File: config.mk
export PLATFORM = sky130hd
export DESIGN_NAME = bird_datapath
export DESIGN_NICKNAME = d
export VERILOG_FILES = /design/src/rtl/bird_pkg.sv /design/src/rtl/sprite_scanner.sv /design/src/rtl/bird_datapath.sv
export SDC_FILE = /design/constraint.sdc
export NUM_CORES = 1
export LEC_CHECK = 0
export ABC_CLOCK_PERIOD_IN_PS = 2800
export CORE_MARGIN = 10
export CORE_UTILIZATION = 53
export DETAILED_ROUTE_END_ITERATION = 10
export GPL_ROUTABILITY_DRIVEN = 0
export GPL_TIMING_DRIVEN = 0
export PLACE_DENSITY = 0.74
export SLEW_MARGIN = 20
export SYNTH_ARGS = -nofsm -noshare
export SYNTH_HDL_FRONTEND = slang
export SYNTH_HIERARCHICAL = 1
export SYNTH_SLANG_ARGS = --single-unit
File: constraint.sdc
create_clock -name clk -period 2.8 [get_ports clk]
set_clock_uncertainty 0.15 [all_clocks]
set_input_delay 0.56 -clock clk [delete_from_list [all_inputs] [get_ports clk]]
set_output_delay 0.56 -clock clk [all_outputs]
set_load 0.005 [all_outputs]
File: src/rtl/bird_pkg.sv
// Shared bird definitions: FSM state codes (also used by the bird FSM),
// sprite sequencer states, screen limits and sprite colours.
package bird_pkg;

  // Bird FSM state codes driven onto the datapath's state input
  localparam logic [3:0] StStart   = 4'h0;
  localparam logic [3:0] StRaising = 4'h1;
  localparam logic [3:0] StFalling = 4'h2;
  localparam logic [3:0] StStop    = 4'h3;
  localparam logic [3:0] StDraw    = 4'h4;
  localparam logic [3:0] StUpdate  = 4'hE;
  localparam logic [3:0] StDel     = 4'hF;

  // Screen limits
  localparam logic [6:0] TopY    = 7'd4;
  localparam logic [6:0] GroundY = 7'd116;

  // Sprite colours
  localparam logic [2:0] BirdCol = 3'b110;
  localparam logic [2:0] BgCol   = 3'b000;

  typedef enum logic [1:0] {SeqIdle, SeqErase, SeqPaint} seq_e;

endpackage

File: src/rtl/sprite_scanner.sv
// Sprite scanner: erases the sprite at the old row, then paints it at the
// new row, one pixel per cycle, row-major with the column index fastest.
module sprite_scanner
  import bird_pkg::*;
#(
  parameter logic [7:0]  BIRD_X = 8'd40,
  parameter int unsigned BIRD_W = 4,
  parameter int unsigned BIRD_H = 4
) (
  input  logic       clk,
  input  logic       reset,
  input  logic       start,
  input  logic [6:0] erase_row,
  input  logic [6:0] new_row,
  output logic [7:0] x,
  output logic [6:0] y_pix,
  output logic [2:0] colour,
  output logic       plot,
  output logic       busy,
  output logic       done,
  output logic [6:0] paint_row
);

  seq_e       seq_q;
  logic [3:0] i_q, j_q;
  logic [6:0] paint_row_q;
  logic       last_col, last_row;

  assign last_col  = (i_q == 4'(BIRD_W - 1));
  assign last_row  = (j_q == 4'(BIRD_H - 1));
  assign done      = (seq_q == SeqPaint) && last_col && last_row;
  assign paint_row = paint_row_q;

  // Scan sequencing; the paint row is captured as ERASE finishes so a START
  // arriving before PAINT still lands in this redraw.
  always_ff @(posedge clk or posedge reset) begin
    if (reset) begin
      seq_q       <= SeqIdle;
      i_q         <= 4'd0;
      j_q         <= 4'd0;
      paint_row_q <= 7'd0;
    end else begin
      case (seq_q)
        SeqIdle: begin
          if (start) begin
            seq_q <= SeqErase;
            i_q   <= 4'd0;
            j_q   <= 4'd0;
          end
        end
        SeqErase, SeqPaint: begin
          if (last_col) begin
            i_q <= 4'd0;
            if (last_row) begin
              j_q <= 4'd0;
              if (seq_q == SeqErase) begin
                seq_q       <= SeqPaint;
                paint_row_q <= new_row;
              end else begin
                seq_q <= SeqIdle;
              end
            end else begin
              j_q <= j_q + 4'd1;
            end
          end else begin
            i_q <= i_q + 4'd1;
          end
        end
        default: seq_q <= SeqIdle;
      endcase
    end
  end

  // Pixel outputs; all zero while idle
  always_comb begin
    plot   = 1'b0;
    x      = 8'd0;
    y_pix  = 7'd0;
    colour = 3'b000;
    case (seq_q)
      SeqErase: begin
        plot   = 1'b1;
        x      = BIRD_X + {4'd0, i_q};
        y_pix  = erase_row + {3'd0, j_q};
        colour = BgCol;
      end
      SeqPaint: begin
        plot   = 1'b1;
        x      = BIRD_X + {4'd0, i_q};
        y_pix  = paint_row_q + {3'd0, j_q};
        colour = BirdCol;
      end
      default: ;
    endcase
  end

  assign busy = plot;

endmodule

File: src/rtl/bird_datapath.sv
// Bird datapath: frame divider, bird Y motion, status flags for the bird FSM
// and the sprite redraw stream to the VGA adapter.
// Optional feature macro: BIRD_GRAVITY_EN (accelerating fall velocity).
module bird_datapath
  import bird_pkg::*;
#(
  parameter int unsigned FRAME_CYCLES = 833333,
  parameter logic [7:0]  BIRD_X       = 8'd40,
  parameter int unsigned BIRD_W       = 4,
  parameter int unsigned BIRD_H       = 4,
  parameter logic [6:0]  START_Y      = 7'd56,
  parameter int unsigned RISE_STEP    = 2,
  parameter int unsigned FALL_STEP    = 1
) (
  input  logic       clk,
  input  logic       reset,
  input  logic [3:0] state,
  input  logic       pipe_hit,
  output logic       flag,
  output logic       touched,
  output logic [7:0] x,
  output logic [6:0] y_pix,
  output logic [2:0] colour,
  output logic       plot,
  output logic       busy
);

  localparam int unsigned CntW = (FRAME_CYCLES > 1) ? $clog2(FRAME_CYCLES) : 1;
  localparam logic [6:0]  FloorY = GroundY - 7'(BIRD_H);
  localparam logic signed [7:0] FloorExt = {1'b0, FloorY};
  localparam logic signed [7:0] RiseStep = 8'(RISE_STEP);

  logic [CntW-1:0] cnt_q;
  logic            tick, idle, move, pending_q, drawn_q, start, done;
  logic [6:0]      y_q, y_d, old_y_q, paint_row;
  logic signed [7:0] y_ext, y_step, fall_amt;

  assign tick  = (cnt_q == CntW'(FRAME_CYCLES - 1));
  assign idle  = ~busy;
  assign move  = idle && (tick || pending_q);
  assign start = idle && ((y_q != old_y_q) || (state == StDraw && !drawn_q));

`ifdef BIRD_GRAVITY_EN
  logic [2:0] v_q;
  assign fall_amt = {5'd0, v_q};

  // Fall velocity: grows by one per applied fall, cleared by START/RAISING
  always_ff @(posedge clk or posedge reset) begin
    if (reset) begin
      v_q <= 3'd0;
    end else if (state == StStart || state == StRaising) begin
      v_q <= 3'd0;
    end else if (move && state == StFalling) begin
      v_q <= (v_q == 3'd7) ? 3'd7 : v_q + 3'd1;
    end
  end
`else
  assign fall_amt = 8'(FALL_STEP);
`endif

  // Free-running frame divider
  always_ff @(posedge clk or posedge reset) begin
    if (reset) begin
      cnt_q <= '0;
    end else if (tick) begin
      cnt_q <= '0;
    end else begin
      cnt_q <= cnt_q + 1'b1;
    end
  end

  // Next Y; signed intermediate so rising past row 0 clamps instead of wrapping
  always_comb begin
    y_ext  = {1'b0, y_q};
    y_step = y_ext;
    y_d    = y_q;
    case (state)
      StStart: y_d = START_Y;
      StRaising: begin
        if (move) begin
          y_step = y_ext - RiseStep;
          y_d    = (y_step < 8'sd0) ? 7'd0 : y_step[6:0];
        end
      end
      StFalling: begin
        if (move) begin
          y_step = y_ext + fall_amt;
          y_d    = (y_step > FloorExt) ? FloorY : y_step[6:0];
        end
      end
      StStop, StDraw, StUpdate, StDel: y_d = y_q;
      default: y_d = y_q;
    endcase
  end

  // Position, deferred-move and redraw bookkeeping
  always_ff @(posedge clk or posedge reset) begin
    if (reset) begin
      y_q       <= START_Y;
      old_y_q   <= START_Y;
      pending_q <= 1'b0;
      drawn_q   <= 1'b0;
    end else begin
      y_q <= y_d;
      // An idle cycle always consumes the pending move; extra ticks are dropped
      if (idle) begin
        pending_q <= 1'b0;
      end else if (tick) begin
        pending_q <= 1'b1;
      end
      if (idle && state == StDraw) begin
        drawn_q <= 1'b1;
      end
      // Track the row actually painted, so a late START still triggers a redraw
      if (done) begin
        old_y_q <= paint_row;
      end
    end
  end

  // Registered status back to the bird FSM
  always_ff @(posedge clk or posedge reset) begin
    if (reset) begin
      flag    <= 1'b0;
      touched <= 1'b0;
    end else begin
      flag    <= (y_q <= TopY);
      touched <= (y_q >= FloorY) || pipe_hit;
    end
  end

  sprite_scanner #(
    .BIRD_X (BIRD_X),
    .BIRD_W (BIRD_W),
    .BIRD_H (BIRD_H)
  ) u_scanner (
    .clk       (clk),
    .reset     (reset),
    .start     (start),
    .erase_row (old_y_q),
    .new_row   (y_q),
    .x         (x),
    .y_pix     (y_pix),
    .colour    (colour),
    .plot      (plot),
    .busy      (busy),
    .done      (done),
    .paint_row (paint_row)
  );

endmodule
Yosys cells after proc, flatten, opt, wreduce, memory -nomap -nowiden --
Index checks and enable logic that the tools add are counted.
Word-level totals: output and inout port bits 22, register bits after elaboration 55, input port bits 7
Operators by class: muxes and demuxes 23, reductions and logical operators 20, equality and inequality tests 15, bitwise operators 1, add/sub/neg operators 8, $lt $le $gt $ge 4
Operators with widths (count):
- $mux 7 | 4
- $pmux 7 s3 | 1
- $add 20x1->20 const B | 1
- $eq 20x20->1 const B | 1
- $mux 20 | 1
- $mux 4 | 4
- $pmux 4 s2 | 2
- $add 7x4->7 | 2
- $pmux 7 s2 | 1
- $eq 4x2->1 const B | 3
- $reduce_and 3->1 | 3
- $add 4x1->4 const B | 2
- $add 7x1->8 const B | 1
- $gt 8x8->1 const B | 1
- $lt 8x1->1 const B | 1
- $mux 2 | 4
- $mux 8 | 1
- $sub 7x2->8 const B | 1
- $add 6x4->7 const A | 1
- $ge 7x7->1 const B | 1
- $le 7x3->1 const B | 1
- $ne 7x7->1 | 1
- $logic_and 1x1->1 | 6
- $ne 2x1->1 const B | 3
- 18 further kinds | 24

Depth between registers and ports, before layout --
Gate-level depths: netlist of run 1.
word-level depth 7, gate-level depth with buffers 11

By module --
Netlist of run 1, hierarchy kept.
By module, submodules not included:
- bird_datapath | cells an instance 239, times used 1, area each 2258.4 um2
- sprite_scanner | cells an instance 136, times used 1, area each 1282.5 um2

Worst setup path after synthesis of run 1 --
Ideal clock, no wire load.
path kind register -> output, from register u_scanner.seq_q[0], to output y_pix[4], arrival 2348 ps, slack -258 ps, required time 2090 ps, cell stages (with the launch flop) 12, cell sequence dfrtp_1 -> inv_1 -> ha_1 -> buf_2 -> mux2_2 -> ha_1 -> inv_1 -> fa_1 -> nor2b_1 -> o21a_1 -> or3_1 -> a21oi_1
On the way: word-level cells in the longest chain between the ends 2, elaborated cells between the ends (all ways) 3, classes of those cells eq/ne: 2; mux: 1
RTL lines:
- start: declaration | line sprite_scanner.sv:24 | seq_e seq_q;
- start signal: assignment | line sprite_scanner.sv:38 | seq_q <= SeqIdle;
- start signal: assignment | line sprite_scanner.sv:46 | seq_q <= SeqErase;
- start signal: assignment | line sprite_scanner.sv:57 | seq_q <= SeqPaint;
- $eq 2x2->1 or $eq 2x1->1 (tied branches) | line sprite_scanner.sv:80 | case (seq_q)
- $pmux 7 s2 * | line sprite_scanner.sv:80
- end: declaration | line bird_datapath.sv:22 | output logic [6:0] y_pix,
Every way passes the cells marked *; elsewhere a longest branch is shown, timed or not.

Worst setup path after layout of run 1 --
from register u_scanner.seq_q[0], to output y_pix[6]
Same word-level chain as after synthesis.

==> results by stage, run 1 <==
Outcome:
- The flow ran to the end, but the final reports show violations.
- The checks that failed: setup timing.

Global routing:
- The global-route wire length before repair is 13.4 mm.
- The pin count of the biggest net entering global routing is 27.
- The via count of the first global-routing pass is 2880.
- Global routing finished with a remaining overflow of 0.
- The initial antenna violation count is 0.
- The global router's overall resource usage is 0.158.

Worst hold path:
- The min-delay analysis places its worst path in the category register to register.
- In this run the most critical hold path is launched from drawn_q.

Critical path:
- Tracing the worst setup path back leads to its startpoint at u_scanner/seq_q[0].
- The slowest stage of the critical path belongs to the cell dfrtp_1.
- The data arrival time of the critical path is 2.62 ns.
- The cell type group with the largest total delay on the critical path is buffers and inverters.
- The data required time of the critical path is 2.09 ns.
- The worst setup path is of the register to primary output kind.
- The maximum net fanout on the critical path is 5.
- The critical path endpoint category is a primary output.
- In this run the critical register-to-register path is launched from y_q[3].
- On the worst path, the slowest cell contributes a delay of 0.42 ns.
- Traced cell by cell, the critical path runs through inv_2 > ha_4 > buf_8 > mux2_4 > ha_4 > inv_2 > fa_2 > nor2b_2 > o21a_1 > buf_4 > o21ai_4 > mux2i_1 > buf_2.
- The number of buffers and inverters on the critical path is 5.
- The type of element launching the critical path is a register.

Timing:
- The count of pins over their slew limit is 0.
- The headroom to the max-slew limit is 0.531.
- Setup total negative slack on the finished layout was measured at -2.03 ns.
- The total count of hold-check failures in the final report was 0.
- Setup violations remaining at the end of the flow were counted as 6.
- The transition at the pin with the smallest max-transition slack is 0.703 ns.
- In the finished design, the share of the clock period the worst path needs comes to 1.19.
- Static timing analysis puts the maximum clock frequency at 300 MHz.
- Across all setup checks in the final design, the least slack found is -0.533 ns.
- Setup repair after global routing could not meet its margin everywhere.
- The time the worst path needs with I/O delays and setup is 3.33 ns.

Floorplan:
- The number of standard-cell rows in the floorplan is 29.
- In this run the horizontal extent of the chip is 102 µm.
- The chip height is 102 µm.
- The area inside the core boundary is 6420 µm².
- For this configuration, the core starts out at a cell density of 0.551.
- The total die area is 10400 µm².
- 29 I/O pins were placed.

Clock tree:
- The number of buffers on the longest clock path is 2.
- The maximum level of the CTS H-tree is 2.
- For the worst-skew pair, the clock arrives at the later sink with an insertion delay of 0.32 ns.
- For this design, the sink count on the clock tree is 55.
- Buffers inserted to repair hold after CTS numbered 0.
- The tree is rooted in a clkbuf_8.
- Counting the buffers created by CTS gives 5.
- TritonCTS built the clock tree.
- After clock tree synthesis, the clock-pin slew on the worst setup and hold paths is 0.11 ns.

Finish:
- The number of antenna diodes is 0.
- The share of post-route cells with drive strength above 1 is 0.251.
- The net count of the finished layout is 448.
- Once layout is complete, the utilization of the core stands at 0.668.
- The area growth from synthesis to layout is 21.2%.
- The count of filler cells inserted in the layout is 480.

Placed design:
- The count of buffers inserted at the top-level ports is 25.
- Once detailed placement completed, the half-perimeter wirelength came to 5.73 mm.

Power and ir drop:
- Summed over all cells, the static leakage comes to 1.96 nW.
- The internal power consumption is 1.70 mW.
- The power dissipated by switching net loads is 0.943 mW.
- Of the total power, the clock network draws 0.206.
- The share of total power dissipated in sequential elements is 0.354.
- The largest voltage drop on the vdd net is 284 µV.
- Power spread over the standard cell area amounts to 616 nW/µm².
- The switching part of the total power is 0.357.
- Of the total power, combinational logic draws 0.441.

Flow run:
- The tool flagged a number of max-cap violations equal to 0.

Routing:
- The number of antenna-violating nets in the routed design is 0.
- After detailed routing, the number of vias per cell comes to 5.83.
- After detailed routing, the total wire length is 8.04 mm.
- The violation count after the first detailed-routing iteration is 154.
- For this run, design rule violations remaining after detail routing come to 0.
- The count of vias placed by the detailed router is 2917.
- The first detailed-routing pass ran for 4 iterations.
- The average routed wire per standard cell is 16.1 µm.

Synth:
- The most frequently used flop master after synthesis is dfrtp_1.
- The flip-flop and latch count after synthesis is 55.
- The cell count after synthesis is 375.
- dfrtp_1 takes more of the synthesized area than any other cell.
- The share of async-settable or async-resettable flops after synthesis is 1.00.
- In this run the mean area of a mapped cell was 9.44 µm².
- Of the synthesized area, sequential elements account for 0.391.
- The number of flops mapped to enable cells by yosys is 0.
- After synthesis, the cell types taking the most area are dfrtp_1 35%, mux2_2 7.0%, ha_1 6.4%.
- The netlist area before placement is 3540 µm².
- The Yosys step of the flow raised 6 warnings.
- Of the post-synthesis cell area, the dominant cell type holds 0.346.
- The count of distinct cell types in the synthesized netlist is 61.
-- routing by layer --
layer	track usage	vias up	share of wire
met4	0.0561	0	0.017
met5	0	-	0
met3	0.0313	13	0.047
met2	0.276	68	0.50
li1	-	1420	-
met1	0.189	1416	0.43
-- cell usage after synthesis, drive strengths merged, types with 3 or more instances --
cell / number
clkbuf: 5
a31oi: 5
a21oi: 10
inv: 19
nor2: 39
and3: 4
a21o: 3
ha: 18
nor2b: 6
or3: 4
nand4: 10
a31o: 3
nand2: 22
mux2i: 4
nor4: 4
nand2b: 6
buf: 15
o21a: 3
mux2: 23
dfstp: 6
a211oi: 3
nor3: 6
o21ai: 19
nand3: 21
dfrtp: 49
and4: 3
and2: 5
or4: 3
xor2: 19
xnor2: 7
-- sequential cells by signal, indices dropped and copies added (netlist names) --
signal / cells
cnt_q: 20
drawn_q: 1
flag: 1
old_y_q: 7
pending_q: 1
touched: 1
u_scanner/i_q: 4
u_scanner/j_q: 4
u_scanner/paint_row: 7
u_scanner/seq_q: 2
y_q: 7
-- cell usage in the layout, fill, tap and decap left out, types with 13 or more instances in the layout --
master            n
ha_1             13
clkdlybuf4s50_1  13
dfrtp_1          49
o21ai_0          14
buf_4            20
nor2_1           37
inv_1            15
nand2_1          22
mux2_2           19
nand3_1          21
xor2_1           19
-- cell type report --
class,instances,area [µm²],area share
multi-input cells,283,2130,0.496
flip-flops and latches,55,1380,0.322
repair buffers,39,357,0.0831
plain buffers,19,141,0.0329
well taps,77,96.3,0.0224
inverters,19,75.1,0.0175
clock buffers,6,72.6,0.0169
clock inverters,2,38.8,0.00904
-- repair_timing --
action / in CTS / in global routing
buffers inserted: 10 / 3
pin swaps: 10 / 7
resized for setup: 47 / 18
endpoints found under the setup margin: 14 / 16
-- kinds of logic (layout without fill, tap and decap cells) --
kind of cell / Yosys count / count (layout) / synth area share
AOI/OAI and AO/OA: 65 / 65 / 0.121
adders and majority gates: 19 / 19 / 0.0693
muxes: 27 / 27 / 0.0845
other: 1 / 3 / 0.00106
buffers and inverters: 39 / 85 / 0.0523
and+or+nand+nor: 143 / 143 / 0.217
xor gates and xnor gates: 26 / 26 / 0.0643
DFF: 55 / 55 / 0.391
-- stage by stage --
stage | hold WS [ns] | power (mW) | instances | setup slack [ns] | instance area [µm²]
2_1_floorplan | 0.288 | 1.57 | 377 | -0.0487 | 3570
3_3_place_gp | 0.308 | 1.89 | 479 | -0.674 | 3920
3_5_place_dp | 0.309 | 1.92 | 480 | -0.706 | 3940
4_1_cts | 0.338 | 2.56 | 498 | -0.564 | 4200
5_1_grt | 0.350 | 2.82 | 500 | -0.654 | 4290
6_report | 0.333 | 2.64 | 500 | -0.533 | 4290
-- power groups by stage --
stage	Combinational (mW)	Sequential, mW	Clock [mW]
3_3_place_gp	0.952	0.942	0
4_1_cts	1.08	0.931	0.552
6_report	1.17	0.934	0.543
5_1_grt	1.28	0.946	0.593
3_5_place_dp	0.978	0.945	0
2_1_floorplan	0.639	0.929	0
-- path summary, 6_finish.rpt --
kind / end / slack (ns) / depth (start not counted)
setup / recovery: y_pix[6] / -0.53 / 13
max in group asynchronous: u_scanner/paint_row[3] / 1.50 / 2
min in group asynchronous: cnt_q[5] / 0.37 / 2
hold reg to reg: drawn_q / 0.33 / 1
hold / removal: drawn_q / 0.33 / 1
setup reg to reg: u_scanner/j_q[2] / 0.21 / 10
Power figures use the tool's default switching activity.
==> inputs of run 2 (changes only) <==
--- a/config.mk
+++ b/config.mk
@@ -10,7 +10,6 @@
 export CORE_UTILIZATION = 53
 export DETAILED_ROUTE_END_ITERATION = 10
 export GPL_ROUTABILITY_DRIVEN = 0
-export GPL_TIMING_DRIVEN = 0
 export PLACE_DENSITY = 0.74
 export SLEW_MARGIN = 20
 export SYNTH_ARGS = -nofsm -noshare
==> run 2 against run 1 <==
- the flow still finishes with violations (setup timing)
- first-iteration DRC count rose by 1.9%
- total power fell by 0.44%
- sequential share of layout area increased by 0.056 points
- clock power is 12% lower
- sequential power up 2%
- count of clock-buffer cells in the layout shrank 1
- worst setup slack better by 0.030 ns
- critical path depth down 3
- design area is 0.17% lower
- sequential cell count stayed put
==> results by stage, run 2 (synthesis results as in run 1) <==
Finish:
- The commonest non-fill, non-tap cell in the layout is dfrtp_1.
- The post-layout instance count excluding filler cells came to 503 (+0.60%).
- The number of antenna diodes is 0 (unchanged).
- The number of flip-flops in the largest register is 20 (unchanged).
- From synthesis to final layout, the design area changed by 21.0%.
- The register name with the most flops is cnt_q.
- The sequential cell area is 1380 µm² (unchanged).
- The share of the core filled with cells in the final layout is 0.667 (-0.00117).
- Leaving out fill and tap cells, the most frequent cells in the layout are 49 x dfrtp_1, 39 x nor2_1, 33 x buf_4.
- The net count of the finished layout is 451 (+0.67%).
- The multi-input gate area in the final layout is 2110 µm² (-0.88%).
- The share of post-route cells with drive strength above 1 was 0.263 (+0.0123).
- The count of filler cells inserted in the layout is 508 (+5.8%).

Timing:
- The post-route clock period utilization is 1.18 (-0.0106).
- The worst path setup slack after routing is -0.504 ns (+0.0296 ns).
- The headroom to the max-slew limit was 0.537 (+0.00599).
- The total count of hold-check failures in the final report was 0 (unchanged).
- The count of pins over their slew limit is 0 (unchanged).
- The fmax is 303 MHz (+0.90%).
- The post-route worst hold slack came to 0.340 ns (+0.00722 ns).
- The setup TNS was -1.68 ns (+0.349 ns).
- The number of setup violations in the final report is 6 (unchanged).
- Setup repair after global routing could not meet its margin everywhere.
- The time the worst path needs with I/O delays and setup came to 3.30 ns (-0.0296 ns).
- The transition at the pin with the smallest max-transition slack is 0.694 ns (-0.00897 ns).

Placed design:
- The cell count after placement is 490 (+2.1%).
- The half-perimeter wire length after detailed placement is 5.82 mm (+1.6%).
- The count of buffers inserted at the top-level ports is 25 (unchanged).

Critical path:
- The critical path is of the register to primary output type.
- In this design, the largest share of critical-path delay is due to adder cells.
- The biggest cell delay along the critical path is 0.44 ns (+0.02 ns).
- The worst-case reg-to-reg path depth is 8 (-2).
- The critical path's most frequent cell is ha_4.
- The type of element launching the critical path is a register.
- The sum of buffers and inverters on the critical path is 3 (-2).
- The critical path endpoint category is a primary output.
- The logic depth of the worst path, buffers included is 10 (-3).
- The maximum net fanout on the critical path is 4 (-1).
- On the critical path, the stage with the largest delay is an instance of dfrtp_1.
- Traced cell by cell, the critical path runs through ha_4 > buf_4 > buf_6 > mux2_4 > ha_4 > o21ai_2 > o21bai_1 > a21oi_1 > nor3b_1 > buf_2.
- The data arrival time of the critical path came to 2.59 ns (-0.03 ns).
- The data required time of the critical path is 2.09 ns (about the same).

Flow run:
- The reported max-cap violation count came to 0 (unchanged).

Routing:
- The routed via count divided by cell count is 5.93 (+1.7%).
- The number of antenna-violating nets in the routed design is 0 (unchanged).
- The average routed wire per standard cell was 16.8 µm (+4.3%).
- The count of vias placed by the detailed router is 2985 (+2.3%).
- The total wirelength of the detailed-routed design was 8.44 mm (+4.9%).
- The detailed-routing iteration count for the pre-antenna-repair pass is 5 (+1).
- The number of remaining DRC errors came to 0 (unchanged).
- The violation count after the first detailed-routing iteration came to 157 (+1.9%).

Outcome:
- The checks that failed: setup timing.
- The run finished, with violations left.

Worst hold path:
- The type of the tightest min-delay check is register to register.
- The hold path depth came to 1 (unchanged).

Global routing:
- The total global routing overflow is 0 (unchanged).
- The initial antenna violation count was 0 (unchanged).
- The global router's overall resource usage is 0.162 (+0.00371).
- The pin count of the biggest net entering global routing was 39 (+44%).
- The via count of the first global-routing pass was 2980 (+3.5%).
- The global-route wire length before repair is 13.8 mm (+2.9%).

Floorplan:
- The total die area is 10400 µm² (unchanged).
- The I/O pin count came to 29 (unchanged).
- The chip height is 102 µm (unchanged).
- The initial core utilization is 0.551 (unchanged).
- The die outline width is 102 µm (unchanged).
- The area inside the core boundary was 6420 µm² (unchanged).
- The number of standard-cell rows in the floorplan is 29 (unchanged).

Clock tree:
- The number of CTS-inserted buffers came to 5 (unchanged).
- The clock transition at the registers of the reported paths is 0.12 ns (about the same).
- The cell chosen for the clock root is clkbuf_8.
- The clock sink count is 55 (unchanged).
- The clock latency at the later pin of the worst-skew pair is 0.32 ns (about the same).
- The number of hold buffers added after cts is 0 (unchanged).
- The CTS tree is yes.
- The maximum level of the CTS H-tree was 2 (unchanged).
- The number of buffers on the longest clock path is 2 (unchanged).

Power and ir drop:
- The total power density per cell area is 614 nW/µm² (-0.26%).
- The largest voltage drop on the vdd net is 310 µV (+9.2%).
- The static power due to leakage is 1.94 nW (-0.83%).
## run 2: power breakdown
part	leakage, nW	internal, mW	switching, mW
clock	0.0467	0.186	0.290
sequential	0.718	0.869	0.0818
combinational	1.18	0.592	0.612
## run 2: timing repair
item,CTS,global route
endpoints found under the setup margin,10,17
resized for setup,41,13
gates cloned,0,1
setup buffers,4,1
pin swaps,10,8
## run 2: layer usage
metal  vias to the layer above  track usage  wire length, µm
met1                      1441        0.200             3680
li1                       1420            -                -
met3                        13       0.0286              427
met4                         0       0.0561              141
met5                         -            0                0
met2                       111        0.277             4190
## run 2: path summary, 6_finish.rpt
path / from / end / slack, ns
setup / recovery: u_scanner/seq_q[1] / y_pix[5] / -0.50
hold / removal: drawn_q / drawn_q / 0.34
setup reg to reg: y_q[1] / y_q[1] / 0.31
hold reg to reg: drawn_q / drawn_q / 0.34
max in group asynchronous: reset / u_scanner/paint_row[1] / 1.54
min in group asynchronous: reset / u_scanner/i_q[1] / 0.51
## run 2: worst reg2reg max path: stages (launching register included)
cell and delay (ns):
dfrtp_1 0.38, buf_4 0.17, ha_1 0.21, nand3_1 0.12, xnor2_1 0.32, nand3_1 0.11, o21ai_0 0.48, o22ai_1 0.16
mux2_2 0.28
## run 2: area by class of cell
type                       instances  area share
inverter                          19      0.0166
timing repair buffer              61       0.123
clock buffer                       5      0.0161
multi-input combinational        283       0.492
clock inverter                     3     0.00642
sequential                        55       0.323
tap                               77      0.0225
## run 2: per-stage QoR
step	worst slack, ns	area [µm²]	total power [mW]
floorplan	-0.0487	3570	1.57
detailed placement	-0.526	4030	1.98
CTS	-0.495	4220	2.50
global placement	-0.416	4030	1.96
global route	-0.578	4290	2.78
finish	-0.504	4290	2.63
